File: config.mk
export PLATFORM = sky130hd
export DESIGN_NAME = bit64_alu
export DESIGN_NICKNAME = d
export VERILOG_FILES = /design/src/rtl/bit64_alu.sv
export SDC_FILE = /design/constraint.sdc
export NUM_CORES = 1
export LEC_CHECK = 0
export BUFFER_PORTS_ARGS = -buffer_cell sky130_fd_sc_hd__buf_2
export CORE_ASPECT_RATIO = 1.4
export CORE_UTILIZATION = 34
export CTS_BUF_LIST = sky130_fd_sc_hd__clkbuf_8
export DETAILED_ROUTE_END_ITERATION = 8
export HOLD_SLACK_MARGIN = 0.1
export PLACE_DENSITY = 0.69
export SYNTH_ARGS = -nofsm -noshare
export SYNTH_HDL_FRONTEND = slang
export SYNTH_SLANG_ARGS = --single-unit
File: constraint.sdc
create_clock -name clk -period 44.5 [get_ports clk]
set_clock_uncertainty 0.1 [all_clocks]
set_input_delay 6.675 -clock clk [delete_from_list [all_inputs] [get_ports clk]]
set_output_delay 6.675 -clock clk [all_outputs]
set_load 0.01 [all_outputs]
File: src/rtl/bit64_alu.sv
// 64-bit Y86-64 execute-stage ALU: ADD/SUB/AND/XOR with signed overflow.
// ADD and SUB share a ripple-carry chain of full-adder cells; outputs are registered.
`timescale 1ns/1ps
module bit64_alu (
  input  logic        clk,
  input  logic        rst,
  input  logic [1:0]  select_op,
  input  logic [63:0] a,
  input  logic [63:0] b,
  output logic [63:0] result,
  output logic        overflow
);

  localparam logic [1:0] OP_ADD = 2'b00;
  localparam logic [1:0] OP_SUB = 2'b01;
  localparam logic [1:0] OP_AND = 2'b10;
  localparam logic [1:0] OP_XOR = 2'b11;

  // One full-adder cell: returns {carry_out, sum}.
  function automatic logic [1:0] full_add(input logic x, input logic y, input logic cin);
    full_add = {(x & y) | (cin & (x ^ y)), x ^ y ^ cin};
  endfunction

  logic        sub_s;
  logic [63:0] b_adj_s;
  logic [63:0] carry_s;
  logic [63:0] sum_s;
  logic [63:0] result_s;
  logic        overflow_s;
  logic [63:0] result_r;
  logic        overflow_r;

  assign sub_s      = (select_op == OP_SUB);
  assign b_adj_s    = b ^ {64{sub_s}};
  assign carry_s[0] = sub_s;

  genvar gi;
  generate
    for (gi = 0; gi < 63; gi = gi + 1) begin : g_ripple
      assign {carry_s[gi+1], sum_s[gi]} = full_add(a[gi], b_adj_s[gi], carry_s[gi]);
    end
  endgenerate

  // Top cell: the carry out of bit 63 has no consumer, so only the sum is formed.
  assign sum_s[63] = a[63] ^ b_adj_s[63] ^ carry_s[63];

  // Operation select and signed-overflow detection.
  always_comb begin
    result_s   = 64'h0;
    overflow_s = 1'b0;
    case (select_op)
      OP_ADD: begin
        result_s   = sum_s;
        overflow_s = (a[63] == b[63]) && (sum_s[63] != a[63]);
      end
      OP_SUB: begin
        result_s   = sum_s;
        overflow_s = (a[63] != b[63]) && (sum_s[63] != a[63]);
      end
      OP_AND: begin
        result_s   = a & b;
        overflow_s = 1'b0;
      end
      OP_XOR: begin
        result_s   = a ^ b;
        overflow_s = 1'b0;
      end
      default: begin
        result_s   = 64'h0;
        overflow_s = 1'b0;
      end
    endcase
  end

  // Output pipeline register; reset wins over the operation sampled on the same edge.
  always_ff @(posedge clk) begin
    if (rst) begin
      result_r   <= 64'h0;
      overflow_r <= 1'b0;
    end else begin
      result_r   <= result_s;
      overflow_r <= overflow_s;
    end
  end

  assign result   = result_r;
  assign overflow = overflow_r;

endmodule

# Yosys cells after proc, flatten, opt, wreduce, memory -nomap -nowiden
# Index checks and enable logic that the tools add are counted.
classes:
  eq_ne: 6
  n_mux: 2
  n_bitwise: 320
  n_reduce_logical: 5
op_table:
  columns: ["cell", "count"]
  rows:
  - ["case mux 64 bit (3 select lines)", 1]
  - ["bitwise XOR 1 bit", 128]
  - ["bitwise XOR 64 bit", 2]
  - ["AND 1 bit", 126]
  - ["AND 64 bit", 1]
  - ["OR 1 bit", 63]
  - ["== test 2 bit, second input constant", 2]
  - ["OR reduction 2 bit", 2]
  - ["case mux 1 bit (3 select lines)", 1]
  - ["== test 2 x 1 -> 1 bit, second input constant", 1]
  - ["logical AND 1 bit", 2]
  - ["logical NOT 2 bit", 1]
  - ["!= test 1 bit", 2]
  - ["== test 1 bit", 1]
word_totals:
  register_bits: 65
  input_bits: 132
  output_inout_bits: 65
  wordCells: 335

# Longest topological paths before layout
depth:
  word_depth: 133
  ltp_mapped: 74
  mapped_depth_nobuf: 71

# Worst setup path before layout
# Ideal clock, no wire load.
synth_timing:
  path_type: "input-to-reg"
  startpoint: "in select_op[0]"
  endpoint: "reg overflow_r (netlist: overflow)"
  arrival_time_ps: 33361
  t_required_ps: 44314
  slack_ps: 10954
  stages: 74
  cell_sequence: "buf_6 and2b_1 buf_4 buf_6 xnor2_1 fa_1 fa_1 fa_1 fa_1 fa_1 fa_1 fa_1 fa_1 fa_1 fa_1 fa_1 fa_1 fa_1 (+38 left out) fa_1 fa_1 fa_1 inv_1 fa_1 fa_1 inv_1 fa_1 fa_1 fa_1 inv_1 fa_1 inv_1 fa_1 fa_1 xor2_1 or3_1 a211oi_1"
synth_via:
  elab_chain_len: 133
synth_lines:
  columns: ["element", "line", "rtl"]
  rows:
  - ["start: declaration", "7", "input logic [1:0] select_op,"]
  - ["== test 2 x 1 -> 1 bit", "33, 51", null]
  - ["bitwise XOR 64 bit", "34", "assign b_adj_s = b ^ {64{sub_s}};"]
  - ["bitwise XOR 1 bit", "21", "full_add = {(x & y) | (cin & (x ^ y)), x ^ y ^ cin};"]
  - ["AND 1 bit", "21", null]
  - ["OR 1 bit", "21", null]
  - ["AND 1 bit", "21", null]
  - ["OR 1 bit", "21", null]
  - ["AND 1 bit", "21", null]
  - ["(+117 left out)", null, null]
  - ["AND 1 bit", "21", null]
  - ["OR 1 bit", "21", null]
  - ["AND 1 bit", "21", null]
  - ["OR 1 bit", "21", null]
  - ["bitwise XOR 1 bit", "45", "assign sum_s[63] = a[63] ^ b_adj_s[63] ^ carry_s[63];"]
  - ["!= test 1 bit", "54, 58", null]
  - ["logical AND 1 bit (on tied branches)", "58, 54", null]
  - ["case mux 1 bit (3 select lines) *", "51", "case (select_op)"]
  - ["end signal: assignment", "82", "overflow_r <= overflow_s;"]
  - ["end: declaration", "31", "logic overflow_r;"]
# Mark *: on every way between the ends. The rest lies on a longest branch, timed or not.
# A chain may end at the register's enable or synchronous reset.

# Final worst setup path
# Same ends and word-level chain as after synthesis.

==> results by group <==
Run status
  • Status: finished clean

Timing
  • Count of endpoints failing hold in the final timing report: 0
  • Final worst path period share: 77.92%
  • Slew of the pin with the lowest slew margin: 1058 ps
  • Setup violation total in the final timing report: 0
  • Total negative slack: 0 ps
  • Upper clock frequency limit: 28.84 MHz
  • Max-slew headroom at the worst pin: 29.49%
  • Hold WS: 6557 ps
  • Final number of max-transition violations: 0
  • Setup repair after global routing missed its margin: false
  • Time the final worst path needs with I/O delays and setup: 34680 ps

CTS
  • Total clock buffers created by CTS: 9
  • Clock tree root buffer cell: clkbuf_8
  • Clock sink total: 65
  • Longest Clk Path Bufs: 2
  • Resize count post-CTS: 0
  • CTS clk-pin slew, worst paths: 80 ps
  • Post-CTS repair timing setup buffer count: 0
  • TritonCTS clock tree: done
  • Hold buffer count at cts: 0
  • H-tree levels: 3

Finish
  • Net count, final: 985
  • Number of antenna repair diodes: 0
  • Layout cell share with drive strength beyond 1: 37.70%
  • Layout overhead on the synthesized area: 19.68%

Floorplanning
  • Area of the core: 0.01754 mm2
  • Initial Utilization: 35.04%
  • Number of ports placed on the die boundary: 197
  • Number of placement rows: 57
  • Full die area: 0.01863 mm2
  • Die Span X: 115.7 um
  • Die Y: 161.1 um

Logic synthesis
  • Share of synthesized area occupied by flip-flops and latches: 21.16%
  • Number of different library cells in the post-synthesis netlist: 24
  • FF+latch count, synth: 65
  • Number of warnings issued by yosys: 0
  • Post-Syn Instances: 559
  • Avg Synthesized Cell Area: 11.00 um2
  • Post-Syn Nets: 817
  • Post-synthesis cell area: 0.006148 mm2

Power
  • Power, Total: 0.1958 mW
  • Switching portion of total power: 34.80%
  • Power density normalized to cell area: 26.61 mW/mm2
  • Power dissipated by switching net loads: 0.06814 mW
  • Leakage: 3.313 nW
  • Clock network power share: 26.2%
  • Peak supply drop: 0.00001141 V
  • Portion of total power attributed to sequential cells: 34.1%
  • Fraction of power consumed by combinational cells: 39.7%
  • Internal power contribution: 0.1276 mW

Drt
  • Number of iterations in the first detailed-routing pass: 4
  • Wirelength per Cell: 14.94 um
  • Post-route DRC: 0
  • Number of DRC violations after detailed-routing iteration 0: 135
  • Vias per Instance: 4.772
  • Routed Wire Length: 14460 um
  • Antenna-violating nets left: 0
  • Via count: 4619

Worst setup path
  • Crit path DAT: 34850 ps
  • Number of buffer and inverter instances along the worst setup path: 5
  • Sort of element at the end of the critical path: flip-flop
  • Highest net fanout along the worst path: 45
  • Required time of the critical path: 44670 ps
  • Dominant delay contributor by cell family on the critical path: adder cells
  • Worst Path Class, Setup: primary input to flip-flop
  • Max stage delay cell, worst path: and2b_4
  • Worst stage delay on the critical path: 540 ps
  • Category of the worst setup path launch point: primary input
  • Critical path's most frequent cell: fa_1

Place
  • Global placer's final weighted congestion: 0.7607
  • HPWL Detailed: 11010 um
  • Count of buffers inserted at the top-level ports: 196

GRT
  • Global-route wire length before repair: 23160 um
  • Total global routing overflow: 0
  • Global router's overall resource usage: 16.11%
  • Maximum number of pins on one net before global-route repair: 85
  • Number of antenna violations at the first check in global routing: 0
  • Via count of the first global-routing pass: 4826

Run
  • Max capacitance violation total: 0

Hold path
  • Worst min-delay path category: primary input to flip-flop
[area by class of cell]
| cell class | count | area (um2) |
|---|---|---|
| clock inverters | 6 | 51.30 |
| clock buffers | 10 | 137.6 |
| fillers | 1764 | 10190 |
| multi-input cells | 388 | 4322 |
| well taps | 236 | 295.3 |
| flip-flops and latches | 65 | 1301 |
| inverters | 64 | 242.7 |
| repair buffers | 199 | 1008 |
[power by group through the flow]
| stage | logic [mW] | registers, mW | clock network, mW |
|---|---|---|---|
| floorplan | 0.0496 | 0.0720 | 0 |
| global placement | 0.0767 | 0.0682 | 0 |
| detailed placement | 0.0789 | 0.0681 | 0 |
| CTS | 0.0794 | 0.0668 | 0.0538 |
| global route | 0.0880 | 0.0675 | 0.0559 |
| finish | 0.0777 | 0.0668 | 0.0514 |
[flip-flops by register name, indices dropped and copies added, names as in the netlist]
register	count
overflow	1
result	64
[cell usage after synthesis]
library cell / n / area [um2]
a211oi_1: 60 / 450.4
a211oi_2: 62 / 775.7
a21o_1: 1 / 7.510
a21oi_1: 2 / 10.01
and2b_1: 3 / 22.52
buf_1: 4 / 15.01
buf_2: 14 / 70.07
buf_4: 12 / 90.09
buf_6: 9 / 101.4
clkbuf_1: 3 / 11.26
dfxtp_1: 65 / 1301
fa_1: 62 / 1241
ha_1: 64 / 800.8
inv_1: 63 / 236.5
inv_2: 1 / 3.750
mux2i_1: 5 / 50.05
nand3_1: 1 / 5.000
nand3b_1: 1 / 7.510
nor2_1: 3 / 11.26
nor2b_1: 57 / 356.6
o21ai_1: 1 / 5.000
or3_1: 1 / 6.260
xnor2_1: 61 / 534.3
xor2_1: 4 / 35.03
[placed cells by master, fill, tap and decap left out]
| cell | synthesis | routed |
|---|---|---|
| nor2_1 | 3 | 3 |
| nand3b_1 | 1 | 1 |
| inv_4 | 0 | 1 |
| a211oi_1 | 60 | 60 |
| mux2i_1 | 5 | 5 |
| xor2_1 | 4 | 4 |
| a21oi_1 | 2 | 2 |
| nand3_1 | 1 | 1 |
| buf_2 | 14 | 194 |
| buf_4 | 12 | 5 |
| xnor2_1 | 61 | 61 |
| and2b_4 | 0 | 1 |
| nor2b_1 | 57 | 57 |
| fa_1 | 62 | 62 |
| ha_1 | 64 | 64 |
| dfxtp_1 | 65 | 65 |
| a21o_1 | 1 | 1 |
| o21ai_1 | 1 | 1 |
| clkbuf_8 | 0 | 10 |
| bufinv_16 | 0 | 1 |
| inv_1 | 63 | 66 |
| or3_1 | 1 | 1 |
| clkinv_2 | 0 | 2 |
| and2b_1 | 3 | 2 |
| a211oi_2 | 62 | 62 |
[routing by layer]
metal	global-route usage, %	vias to the layer above	share of wire (%)
met4	6.935	0	2.4
met1	17.50	2224	39
met5	0	-	0
met2	29.23	125	53
met3	3.902	26	5.4
li1	-	2244	-
[metrics by stage]
step	std cells	worst slack [ps]	util, %	area, um2
after floorplan	559	10950	-	6148
after global placement	952	9586	40.86	7169
after CTS	968	9561	41.94	7358
after global routing	968	8695	41.94	7358
final	968	9823	41.94	7358
after detailed placement	952	9257	40.86	7169
[cell families after synthesis]
logic type,synth area share [%]
DFF,21.16
and+or+nand+nor,6.654
buffers and inverters,8.588
AOI/OAI and AO/OA,20.31
muxes,0.8140
adders and majority gates,33.21
xor gates and xnor gates,9.259
[final timing paths]
check	start	endpoint	slack, ps	cells after the start
worst min-delay path	select_op[1]	overflow	6560	2
worst max-delay path	select_op[0]	overflow	9820	72
Power figures use the tool's default switching activity.
